===== src/rtl/bias_cal_pkg.sv =====
// bias_cal_pkg: calibrator FSM state encoding and 50 MHz tick defaults
package bias_cal_pkg;
  typedef enum logic [2:0] {
    S_IDLE   = 3'd0,
    S_WRITE  = 3'd1,
    S_SETTLE = 3'd2,
    S_LISTEN = 3'd3,
    S_EVAL   = 3'd4,
    S_DONE   = 3'd5,
    S_FAIL   = 3'd6,
    S_PARK   = 3'd7
  } state_t;
  localparam int CLK_MHZ = 50;
  function automatic int us_to_ticks(input int us);
    return us * CLK_MHZ;
  endfunction
  localparam int SETTLE_TICKS_DEF = us_to_ticks(5);
  localparam int LISTEN_TICKS_DEF = us_to_ticks(115);
endpackage


===== src/rtl/bias_ramp_calibrator_tick_timer.sv =====
// tick_timer: loadable down-counter; done_o marks the terminal count while enabled
module tick_timer #(
  parameter int W = 8
) (
  input  logic         clk,
  input  logic         reset,
  input  logic         load_i,
  input  logic [W-1:0] load_val_i,
  input  logic         en_i,
  output logic         done_o
);
  logic [W-1:0] cnt_q, cnt_d;
  assign done_o = en_i && cnt_q == '0;
  assign cnt_d = load_i ? load_val_i : (en_i && cnt_q != '0) ? cnt_q - W'(1) : cnt_q;
  always_ff @(posedge clk or posedge reset)
    if (reset) cnt_q <= '0;
    else cnt_q <= cnt_d;
endmodule


===== src/rtl/bias_ramp_calibrator.sv =====
// bias_ramp_calibrator: ramps a DAC bias code until CONFIRM_WINDOWS noisy windows lock it.
// Define CAL_MARGIN_EN to back the locked code off by MARGIN and write it to the DAC.
module bias_ramp_calibrator
  import bias_cal_pkg::*;
#(
  parameter int CODE_W          = 8,
  parameter int START_CODE      = 0,
  parameter int STEP            = 1,
  parameter int MAX_CODE        = 2**CODE_W-1,
  parameter int SETTLE_TICKS    = SETTLE_TICKS_DEF,
  parameter int LISTEN_TICKS    = LISTEN_TICKS_DEF,
  parameter int CONFIRM_WINDOWS = 3,
  parameter int MARGIN          = 4
) (
  input  logic              clk,
  input  logic              reset,
  input  logic              start,
  input  logic              abort,
  input  logic              noise_valid,
  output logic [CODE_W-1:0] dac_code,
  output logic              dac_req,
  input  logic              dac_ack,
  output logic [CODE_W-1:0] cal_code,
  output logic              cal_valid,
  output logic              busy,
  output logic              fail,
  output logic [2:0]        dbg_state,
  output logic [3:0]        dbg_hits
);
`ifdef CAL_MARGIN_EN
  localparam bit MARGIN_EN = 1'b1;
`else
  localparam bit MARGIN_EN = 1'b0;
`endif
  localparam int TW = $clog2((SETTLE_TICKS > LISTEN_TICKS ? SETTLE_TICKS : LISTEN_TICKS) + 1);
  state_t            state_q;
  logic [CODE_W-1:0] code_q, cal_q, margin_code;
  logic [CODE_W:0]   next_code;
  logic [3:0]        hits_q, hits_inc;
  logic              req_q, valid_q, noisy_q, pend_q, mwr_q;
  logic              t_load, t_en, t_done;
  logic [TW-1:0]     t_val;
  assign next_code   = {1'b0, code_q} + (CODE_W+1)'(STEP);
  assign margin_code = int'(code_q) >= MARGIN ? code_q - CODE_W'(MARGIN) : '0;
  assign hits_inc    = hits_q + 4'd1;
  // The timer is reloaded for SETTLE while writing/evaluating and for LISTEN as SETTLE expires.
  assign t_load = state_q == S_WRITE || state_q == S_EVAL || (state_q == S_SETTLE && t_done);
  assign t_val  = state_q == S_SETTLE ? TW'(LISTEN_TICKS - 1) : TW'(SETTLE_TICKS - 1);
  assign t_en   = state_q == S_SETTLE || state_q == S_LISTEN;
  tick_timer #(.W(TW)) u_timer (
    .clk(clk), .reset(reset), .load_i(t_load), .load_val_i(t_val), .en_i(t_en), .done_o(t_done)
  );
  always_ff @(posedge clk or posedge reset)
    if (reset) begin
      state_q <= S_IDLE;
      code_q  <= '0;
      cal_q   <= '0;
      hits_q  <= '0;
      req_q   <= 1'b0;
      valid_q <= 1'b0;
      noisy_q <= 1'b0;
      pend_q  <= 1'b0;
      mwr_q   <= 1'b0;
    end else if (state_q == S_IDLE || state_q == S_DONE || state_q == S_FAIL) begin
      if (start) begin
        state_q <= S_WRITE;
        code_q  <= CODE_W'(START_CODE);
        hits_q  <= '0;
        valid_q <= 1'b0;
        req_q   <= 1'b1;
        mwr_q   <= 1'b0;
      end
    end else if (abort && state_q != S_PARK) begin
      // An unacknowledged write must finish before the park write of 0 goes out.
      state_q <= S_PARK;
      pend_q  <= state_q == S_WRITE && !dac_ack;
      code_q  <= (state_q == S_WRITE && !dac_ack) ? code_q : '0;
      req_q   <= 1'b1;
      mwr_q   <= 1'b0;
    end else begin
      case (state_q)
        S_WRITE:
          if (dac_ack) begin
            req_q   <= 1'b0;
            valid_q <= mwr_q;
            mwr_q   <= 1'b0;
            state_q <= mwr_q ? S_DONE : S_SETTLE;
          end
        S_SETTLE:
          if (t_done) begin
            noisy_q <= 1'b0;
            state_q <= S_LISTEN;
          end
        S_LISTEN: begin
          noisy_q <= noisy_q | noise_valid;
          if (t_done) state_q <= S_EVAL;
        end
        S_EVAL:
          if (noisy_q) begin
            hits_q <= hits_inc;
            if (hits_inc == 4'(CONFIRM_WINDOWS)) begin
              cal_q <= MARGIN_EN ? margin_code : code_q;
              if (MARGIN_EN) begin
                code_q  <= margin_code;
                req_q   <= 1'b1;
                mwr_q   <= 1'b1;
                state_q <= S_WRITE;
              end else begin
                valid_q <= 1'b1;
                state_q <= S_DONE;
              end
            end else state_q <= S_SETTLE;
          end else begin
            hits_q <= '0;
            if (next_code > (CODE_W+1)'(MAX_CODE)) state_q <= S_FAIL;
            else begin
              code_q  <= next_code[CODE_W-1:0];
              req_q   <= 1'b1;
              state_q <= S_WRITE;
            end
          end
        S_PARK:
          if (dac_ack) begin
            pend_q <= 1'b0;
            code_q <= '0;
            req_q  <= pend_q;
            if (!pend_q) state_q <= S_IDLE;
          end
        default: ;
      endcase
    end
  assign dac_code  = code_q;
  assign dac_req   = req_q;
  assign cal_code  = cal_q;
  assign cal_valid = valid_q;
  assign busy      = !(state_q == S_IDLE || state_q == S_DONE || state_q == S_FAIL);
  assign fail      = state_q == S_FAIL;
  assign dbg_state = state_q;
  assign dbg_hits  = hits_q;
endmodule


===== config.mk =====
export PLATFORM = sky130hd
export DESIGN_NAME = bias_ramp_calibrator
export DESIGN_NICKNAME = d
export VERILOG_FILES = /design/src/rtl/bias_cal_pkg.sv /design/src/rtl/bias_ramp_calibrator_tick_timer.sv /design/src/rtl/bias_ramp_calibrator.sv
export SDC_FILE = /design/constraint.sdc
export NUM_CORES = 1
export LEC_CHECK = 0
export ABC_AREA = 1
export CAP_MARGIN = 20
export CORE_ASPECT_RATIO = 1.1
export CORE_MARGIN = 10
export CORE_UTILIZATION = 40
export DETAILED_ROUTE_END_ITERATION = 10
export GPL_ROUTABILITY_DRIVEN = 0
export PLACE_DENSITY = 0.68
export SLEW_MARGIN = 15
export SYNTH_ARGS = -nofsm -noshare
export SYNTH_HDL_FRONTEND = slang
export SYNTH_SLANG_ARGS = --single-unit

===== constraint.sdc =====
create_clock -name clk -period 2.2 [get_ports clk]
set_clock_uncertainty 0.15 [all_clocks]
set_input_delay 0.44 -clock clk [delete_from_list [all_inputs] [get_ports clk]]
set_output_delay 0.44 -clock clk [all_outputs]
set_load 0.1 [all_outputs]

### Yosys cells after proc, flatten, opt, wreduce, memory -nomap -nowiden

Index checks and enable logic that the tools add are counted.

| storage, ports and cells | value |
|---|---|
| bits in registers | 41 |
| output and inout bits | 27 |
| word-level logic and storage cells | 126 |

| operators by class | value |
|---|---|
| add/subtract/negate cells | 3 |
| $lt $le $gt $ge | 1 |
| equality and inequality tests | 23 |
| muxes and demuxes | 51 |
| bitwise operators | 3 |
| reduce and logical (&&, ||, !) cells | 35 |

Operator list:

| kind | count |
|---|---|
| $mux W8 | 7 |
| $mux W13 | 3 |
| $mux W3 | 12 |
| $mux W4 | 5 |
| $mux W1 | 19 |
| $reduce_and A6 Y1 | 3 |
| $pmux W8 S2 | 1 |
| $pmux W3 S5 | 1 |
| $logic_not A13 Y1 | 1 |
| $reduce_bool A13 Y1 | 1 |
| $sub A13 B1 Y13 const B | 1 |
| $eq A3 B3 Y1 const B | 4 |
| $ne A4 B2 Y1 const B | 3 |
| $reduce_bool A2 Y1 | 5 |
| $add A8 B1 Y9 const B | 1 |
| $gt A9 B8 Y1 const B | 1 |
| $ne A3 B2 Y1 const B | 3 |
| $reduce_and A3 Y1 | 3 |
| $reduce_bool A3 Y1 | 3 |
| $ne A4 B3 Y1 const B | 2 |
| $ne A4 B4 Y1 const B | 2 |
| $reduce_and A7 Y1 | 1 |
| $reduce_bool A7 Y1 | 1 |
| $eq A3 B2 Y1 const B | 2 |
| other kinds (19) | 31 |

### Logic depth before layout (Yosys ltp)

Gate-level depths: netlist of run 1.

| depth | value |
|---|---|
| word-level depth | 7 |
| depth in mapped cells | 14 |

### Cells and area by module

Synthesis of run 1 repeated with hierarchy kept, for this count alone.

| unflattened totals | value |
|---|---|
| cell total of the unflattened synthesis | 380 |
| area, all modules | 2819.0 µm² |

By module, submodules not included:

| module | instances | cells each | area each (µm²) |
|---|---|---|---|
| bias_ramp_calibrator | 1 | 230 | 1801.7 |
| tick_timer | 1 | 150 | 1017.2 |

### Least setup slack after synthesis of run 1

Ideal clock, no wire load.

| timing | value |
|---|---|
| path type | flip-flop to output port |
| from | reg state_q[2] (netlist: dbg_state[2]) |
| to | out fail |
| data arrival time | 3.269 ns |
| data required time | 1.610 ns |
| slack | -1.659 ns |
| cell stages (with the launch flop) | 3 |
| path buffers | 0 |
| path through | dfrtp_1 -> inv_2 -> nor3_1 |

| between the ends | value |
|---|---|
| longest elaborated chain between the ends | 1 |

RTL lines:

| element | RTL line | source |
|---|---|---|
| start: declaration | bias_ramp_calibrator.sv:36 | `state_t state_q;` |
| start signal: assignment | bias_ramp_calibrator.sv:87 | `state_q <= mwr_q ? S_DONE : S_SETTLE;` |
| $eq A3 B3 Y1 | bias_ramp_calibrator.sv:137 | `assign fail = state_q == S_FAIL;` |
| end: declaration | bias_ramp_calibrator.sv:26 | `output logic fail,` |

No other way between the ends.

### Worst setup path in the final report of run 1

| timing | value |
|---|---|
| from | reg state_q[2] (netlist: dbg_state[2]) |
| to | out busy |

| between the ends | value |
|---|---|
| longest elaborated chain between the ends | 4 |
| elaborated cells on any way between the ends | 6 |
| those cells by class | eq/ne (2); reduce/logical (4) |

RTL lines:

| element | RTL line | source |
|---|---|---|
| $eq A3 B3 Y1 or $logic_not A3 Y1 (tied branches) | bias_ramp_calibrator.sv:136 | `assign busy = !(state_q == S_IDLE \|\| state_q == S_DONE \|\| state_q == S_FAIL);` |
| $logic_or A1 B1 Y1 | bias_ramp_calibrator.sv:136 |  |
| $logic_or A1 B1 Y1 * | bias_ramp_calibrator.sv:136 |  |
| $logic_not A1 Y1 * | bias_ramp_calibrator.sv:136 |  |
| end: declaration | bias_ramp_calibrator.sv:25 | `output logic busy,` |

Every way passes the cells marked *; elsewhere a longest branch is shown, timed or not.

==> summary.txt, run 1 <==
Place
  – DP Worst Slack: 0.0537 ns
  – Buffers added on ports: 32
  – DP Area: 2980 µm²
  – Half-perimeter wire length after placement: around 4.5 mm
  – # placed instances: around 440

Yosys
  – Area share of the largest cell type after synthesis: about two fifths
  – Yosys warns: 0
  – Synth Area in XOR/XNOR: about 1.8%
  – Synthesized area: between 2000 and 2500 µm²
  – Post-synthesis simple-gate area fraction: between 30% and 40%
  – Syn nets: ~340
  – Register bit total from synthesis: 40
  – Cell count after synthesis: ~330
  – Synth cell types: 36
  – Synth top area cells: dfrtp_1, nand2_1, inv_1, nand3_1, nor2_1
  – Synth area leader: dfrtp_1
  – Avg Inst Size Synth: between 7 and 8 µm²
  – Largest family of logic cells by synthesized area: simple AND/OR/NAND/NOR gates
  – Synth Area in Adders: around 2.5%
  – Register area share after synthesis: between 40 and 50%
  – Mux cell area share after synthesis: 0.453%
  – Synth Area in Compound Gates: between 10% and 20%

Layout
  – Fill cells: between 500 and 600
  – Layout cells sized above 1: 27.9%
  – Commonest cells after routing, fill and taps aside: nand2_1, inv_1, buf_4
  – Fin util: between 50% and 60%
  – Final instance area: around 3100 µm²
  – Synthesis-to-finish area growth: 26.1%
  – Diode count: 0
  – Final Non-Filler Cells: 456
  – Most common cell after layout, fill and taps aside: nand2_1
  – Fin nets: 386

Timing
  – Hold Violations, Final: 0
  – Slew Limit Fails: 0
  – Fmax: about 470 MHz
  – Final setup fails: 0
  – Final WS setup: between 0.09 and 0.1 ns
  – Setup tns final: 0 ns
  – Max-slew headroom: about two thirds
  – Final period util: a little over nine tenths
  – Worst Tran Pin Value: ~0.52 ns
  – Tmin final: approximately 2.1 ns

Clocking
  – CTS tree: yes
  – Maximum clock insertion buffer count: 2
  – Root Buffer: clkbuf_8
  – H-tree levels: 2
  – Clk_lat worst skew: just under 0.3 ns
  – Worst-path clk slew: 0.08 ns
  – CTS Sinks: 40
  – Num CTS Buffers: 5
  – Hold-fix buffers, CTS: 0

Global route
  – Pin count of the biggest net entering global routing: between 40 and 50
  – Grt ovf: 0
  – Initial antenna violation count: 0
  – GR Util All Layers: 12.6%
  – First-pass GRT wire length: 9.97 mm
  – Number of global-route vias before repair: ~2,200

Power
  – Leak Pwr: between 1 and 1.5 nW
  – Power per cell area: ~1400 nW/µm²
  – Peak supply drop: around 0.71 mV

Drt
  – Drt first pass iters: 4
  – Drt wl/cell: between 10 and 15 µm
  – Via density: around 5.0
  – Drt total wl: between 6 and 7 mm
  – Via count: between 2,000 and 2,500
  – Drt initial violations: between 60 and 70
  – Post-route DRC: 0
  – Final ANT Viol Nets: 0

Die
  – Ports: 33
  – Die height: between 100 and 150 µm
  – Std cell rows: 30
  – Chip Width: approximately 95 µm
  – Core Region: ~6000 µm²
  – Die area: 9760 µm²
  – Initial core utilization: between 40% and 50%

Critical path
  – Crit. End Element: primary output
  – CP required: around 1.6 ns
  – Crit path from: dbg_state[2]
  – Top cell family by delay on the critical path: flip-flops
  – CP max stage cell: dfrtp_4
  – Maximum fanout along the worst path: 5
  – Critical path's largest stage delay: 0.53 ns
  – CP bufs+invs: 2
  – CP startpoint kind: flop
  – Critical setup path kind: flop to primary output
  – Worst r2r src: u_timer.cnt_q[0]
  – Crit path DAT: between 1.5 and 2 ns
  – Critical-path cell list: inv_4 > nor2_4 > nor2_1 > nand2_2 > buf_12

Run
  – Max Cap Viol: 0

Min path
  – Hold path startpoint: cal_code[6]
  – Hold crit path type: flop to flop

Status
  – Status: complete, no violations
[path summary, 6_finish.rpt]
kind                            cells after the start          endpoint  slack (ns)
worst max-delay path                                5              busy        0.09
worst min-delay path                                2       cal_code[6]        0.34
worst max register to register                     11  u_timer.cnt_q[7]        0.13
worst min register to register                      2       cal_code[6]        0.34
max in group asynchronous                           3      dbg_state[2]        1.08
min in group asynchronous                           3       dbg_hits[3]        0.42
[synth_stat cells]
library cell  number
dfrtp_1           40
buf_2              2
a21oi_1            9
and2_4             1
clkbuf_1           1
a21oi_2            1
o31ai_1            1
nand4_1            6
nand3_1           27
ha_1               5
mux2_2             1
xor2_1             5
nand2_2            8
nand3b_1           3
o21a_1             1
o21ai_1            7
buf_6              1
a21o_1             1
nor2_4             8
nor3_4             1
a31oi_1            1
nand2_4            2
o22ai_1            2
o21ai_0           20
nand3_4            1
buf_8              1
inv_1             40
nor2_1            33
clkinv_2           1
nand2_1           75
nor3_1             2
inv_2              6
o21ai_2            8
nand3_2            1
o32ai_1            1
nor2_2             2
[timing repair]
action / 4_1_cts / 5_1_grt
gates cloned: 0 / 1
buffers inserted: 1 / 4
pin swaps: 1 / 2
resized for setup: 1 / 4
setup endpoints to repair: 1 / 17
[layout make-up]
type / instances / area [µm²] / share of cell area (%)
Multi-Input combinational cell: 234 / 1300 / 41.6
Inverter: 47 / 183 / 5.83
Tap cell: 80 / 100 / 3.19
Clock inverter: 1 / 5.00 / 0.160
Timing Repair Buffer: 47 / 440 / 14.1
Clock buffer: 7 / 76.3 / 2.44
Sequential cell: 40 / 1020 / 32.7
[per-stage QoR]
stage / total power, W / hold WS, ns
floorplan: 0.00303 / 0.303
global placement: 0.00363 / 0.318
detailed placement: 0.00366 / 0.324
CTS: 0.00419 / 0.344
global route: 0.00457 / 0.368
finish: 0.00427 / 0.337
[state kept, by name (all words and copies together) (netlist names)]
name,flops
dbg_state,3
dbg_hits,4
u_timer.cnt_q,13
noisy_q,1
cal_code,8
dac_req,1
cal_valid,1
pend_q,1
dac_code,8
[per-layer routing]
layer | up-vias | wire [µm] | global-route usage, %
met1 | 1053 | 2520 | 13.6
met3 | 11 | 386 | 4.15
li1 | 1146 | - | -
met2 | 51 | 3040 | 22.5
met5 | - | 0 | 0
met4 | 0 | 91 | 4.15
[kinds of logic after synthesis]
kind of cell	count (synthesis)
AO/OA/AOI/OAI	52
flip-flops	40
AND/OR/NAND/NOR	170
adder cells (fa/ha/maj)	5
buffers and inverters	52
XOR/XNOR	5
multiplexers	1
[power breakdown]
part	switching [W]	internal (W)	total, W
sequential	0.000180	0.000924	0.00110
combinational	0.00185	0.000836	0.00268
clock	0.000260	0.000223	0.000484
total	0.00229	0.00198	0.00427
[worst min-delay path, cell delays in order (launching register included)]
cell	delay, ns
dfrtp_1	0.35
nand2_1	0.05
o21ai_0	0.06
(Power assumes the default switching activity.)
==> run 2, diff against run 1 <==
- ABC_AREA: 1 -> unset
==> summary.txt, run 2 <==
Place
  – DP Worst Slack: -0.197 ns
  – Buffers added on ports: 32
  – Half-perimeter wire length after placement: 5.51 mm
  – DP Area: 3640 µm²

Clocking
  – Root Buffer: clkbuf_8
  – Worst-path clk slew: approximately 0.090 ns
  – Num CTS Buffers: 5
  – CTS tree: yes
  – Clk_lat worst skew: around 0.3 ns
  – CTS Sinks: 40
  – Hold-fix buffers, CTS: 0
  – H-tree levels: 2
  – Maximum clock insertion buffer count: 2

Global route
  – Number of global-route vias before repair: 2,680
  – Initial antenna violation count: 0
  – Pin count of the biggest net entering global routing: 41
  – First-pass GRT wire length: around 13 mm
  – Grt ovf: 0
  – GR Util All Layers: between 10% and 20%

Timing
  – Worst Tran Pin Value: between 0.5 and 0.6 ns
  – Slew Limit Fails: 0
  – Final WS setup: -0.135 ns
  – Fmax: ~430 MHz
  – Fin Hold WS: roughly 0.36 ns
  – Setup tns final: -0.889 ns
  – Hold Violations, Final: 0
  – Tmin final: 2.33 ns
  – Final period util: 106%
  – RSZ-0062 raised after global routing: yes
  – Max-slew headroom: a little under two thirds
  – Final setup fails: 13

Yosys
  – Avg Inst Size Synth: ~8.4 µm²
  – Register bit total from synthesis: 40
  – Mux cell area share after synthesis: 5.42%
  – Synth cell count leaders: dfrtp_1, nand2_1, nor2_1
  – Register area share after synthesis: 38.4%
  – EDFF count, synth: 0
  – Synth Area in XOR/XNOR: a little over 3%
  – Post-synthesis simple-gate area fraction: between 20% and 30%
  – Largest family of logic cells by synthesized area: simple AND/OR/NAND/NOR gates
  – Cell count after synthesis: 310
  – Ys async rst share: 100%
  – Area share of the largest cell type after synthesis: just under 40%
  – Synth Area in Compound Gates: 21.1%
  – Synth cell types: 58
  – Synthesized area: approximately 2600 µm²
  – Synth Flop Type: dfrtp_1
  – Synth Area in Adders: under 10%
  – Yosys warns: 0
  – Synth top area cells: dfrtp_1, nand2_1, o21ai_0, mux2_2, nor2_1
  – Most frequent cell after synthesis: dfrtp_1
  – Syn nets: 321
  – Synth area leader: dfrtp_1

Critical path
  – Critical path's largest stage delay: roughly 0.52 ns
  – Crit. End Element: flop
  – Crit path DAT: roughly 2.4 ns
  – Critical-path cell list: nor2b_4 > nor3_4 > a21o_1 > clkinvlp_4 > buf_4 > o211ai_1 > buf_4 > o22ai_1 > a21oi_1 > a21oi_1
  – CP max stage cell: dfrtp_4
  – CP startpoint kind: flop
  – CP bufs+invs: 3
  – Maximum fanout along the worst path: 4
  – Top cell family by delay on the critical path: compound AO/OA/AOI/OAI gates
  – CP required: ~2.2 ns
  – Critical setup path kind: flop to flop

Power
  – Clock power frac: 12.6%
  – Final Power: about 0.005 W
  – Net Sw Power: 0.00234 W
  – Switching power share of the total: roughly 47%
  – Sequential share of power: a little over a fifth
  – Peak supply drop: between 1 and 1.5 mV
  – Internal power: roughly 0.0026 W
  – Leak Pwr: between 1.5 and 2 nW
  – Combinational Power Share: roughly 66%
  – Power per cell area: roughly 1200 nW/µm²

Layout
  – Final instance area: roughly 4000 µm²
  – Synthesis-to-finish area growth: 54.2%
  – Max FFs per register: 13
  – Fin nets: roughly 420
  – Commonest cells after routing, fill and taps aside: buf_4, nand2_1, dfrtp_1
  – Layout cells sized above 1: between 40% and 50%
  – Most common cell after layout, fill and taps aside: buf_4
  – Diode count: 0
  – Most flops, register: u_timer.cnt_q

Drt
  – Drt initial violations: 212
  – Drt wl/cell: ~16 µm
  – Via count: between 2,000 and 3,000
  – Drt first pass iters: 8
  – Via density: 5.58
  – Final ANT Viol Nets: 0
  – Drt total wl: between 7 and 8 mm
  – Post-route DRC: 0

Die
  – Die height: 105 µm
  – Chip Width: slightly below 100 µm
  – Initial core utilization: 41.6%
  – Die area: 10,100 µm²
  – Ports: 33
  – Core Region: 6270 µm²
  – Std cell rows: 30

Status
  – Status: finished with violations
  – Failing checks: setup timing

Min path
  – Hold crit path type: flop to flop

Run
  – Max Cap Viol: 0
-- run 2: changes by cell type in the layout (fill, tap and decap cells not counted), sizes merged, moves of 7 or more --
cell,previous run,this run
inv,46,14
or3,0,8
xnor2,0,7
nand3,29,12
nand2,86,34
a21oi,10,19
o21ai,35,25
mux2,1,11
buf,42,102
nor2,43,25
nor3,3,18
-- run 2: worst paths after layout --
path	to	cells past startpoint	slack (ns)	start
setup / recovery	dbg_state[1]	10	-0.13	dbg_state[2]
hold / removal	cal_code[4]	1	0.36	cal_code[4]
setup reg to reg	dbg_state[1]	10	-0.13	dbg_state[2]
hold reg to reg	cal_code[4]	1	0.36	cal_code[4]
max in group asynchronous	dac_code[5]	3	1.05	reset
min in group asynchronous	u_timer.cnt_q[1]	3	0.41	reset
-- run 2: layout make-up --
class,count,area (µm²)
Multi-Input combinational cell,238,1670
Sequential cell,40,1040
Timing Repair Buffer,107,1030
Clock buffer,5,68.8
Clock inverter,3,42.5
Fill cell,494,2250
Tap cell,80,100
Inverter,15,60.1
-- run 2: cell families after synthesis --
logic type / Yosys count
multiplexers: 12
AO/OA/AOI/OAI: 83
XOR/XNOR: 9
buffers and inverters: 32
flip-flops: 40
adder cells (fa/ha/maj): 5
AND/OR/NAND/NOR: 129
-- run 2: through the flow --
step                std cells  utilization, %
global route              488            64.1
finish                    488            64.1
detailed placement        464            58.1
CTS                       482            61.8
floorplan                 310               -
global placement          464            58.1
-- run 2: power by group through the flow --
| stage | clock network (W) | logic (W) | registers, W |
|---|---|---|---|
| 2_1_floorplan | 0 | 0.00135 | 0.00149 |
| 3_3_place_gp | 0 | 0.00283 | 0.00109 |
| 3_5_place_dp | 0 | 0.00287 | 0.00109 |
| 4_1_cts | 0.000635 | 0.00305 | 0.00108 |
| 5_1_grt | 0.000671 | 0.00348 | 0.00112 |
| 6_report | 0.000626 | 0.00327 | 0.00109 |
-- run 2: metal layers --
metal	share of wire (%)	vias to the layer above	GRT usage, %
met5	0	-	0
met4	2.5	0	6.96
met3	5.8	17	3.82
met2	48	91	23.8
met1	43	1303	18.6
li1	-	1311	-
-- run 2: what timing repair did --
action / CTS / global route
endpoints found under the setup margin: 14 / 31
pin swaps: 11 / 5
gates resized for setup: 13 / 29
setup buffers: 10 / 6
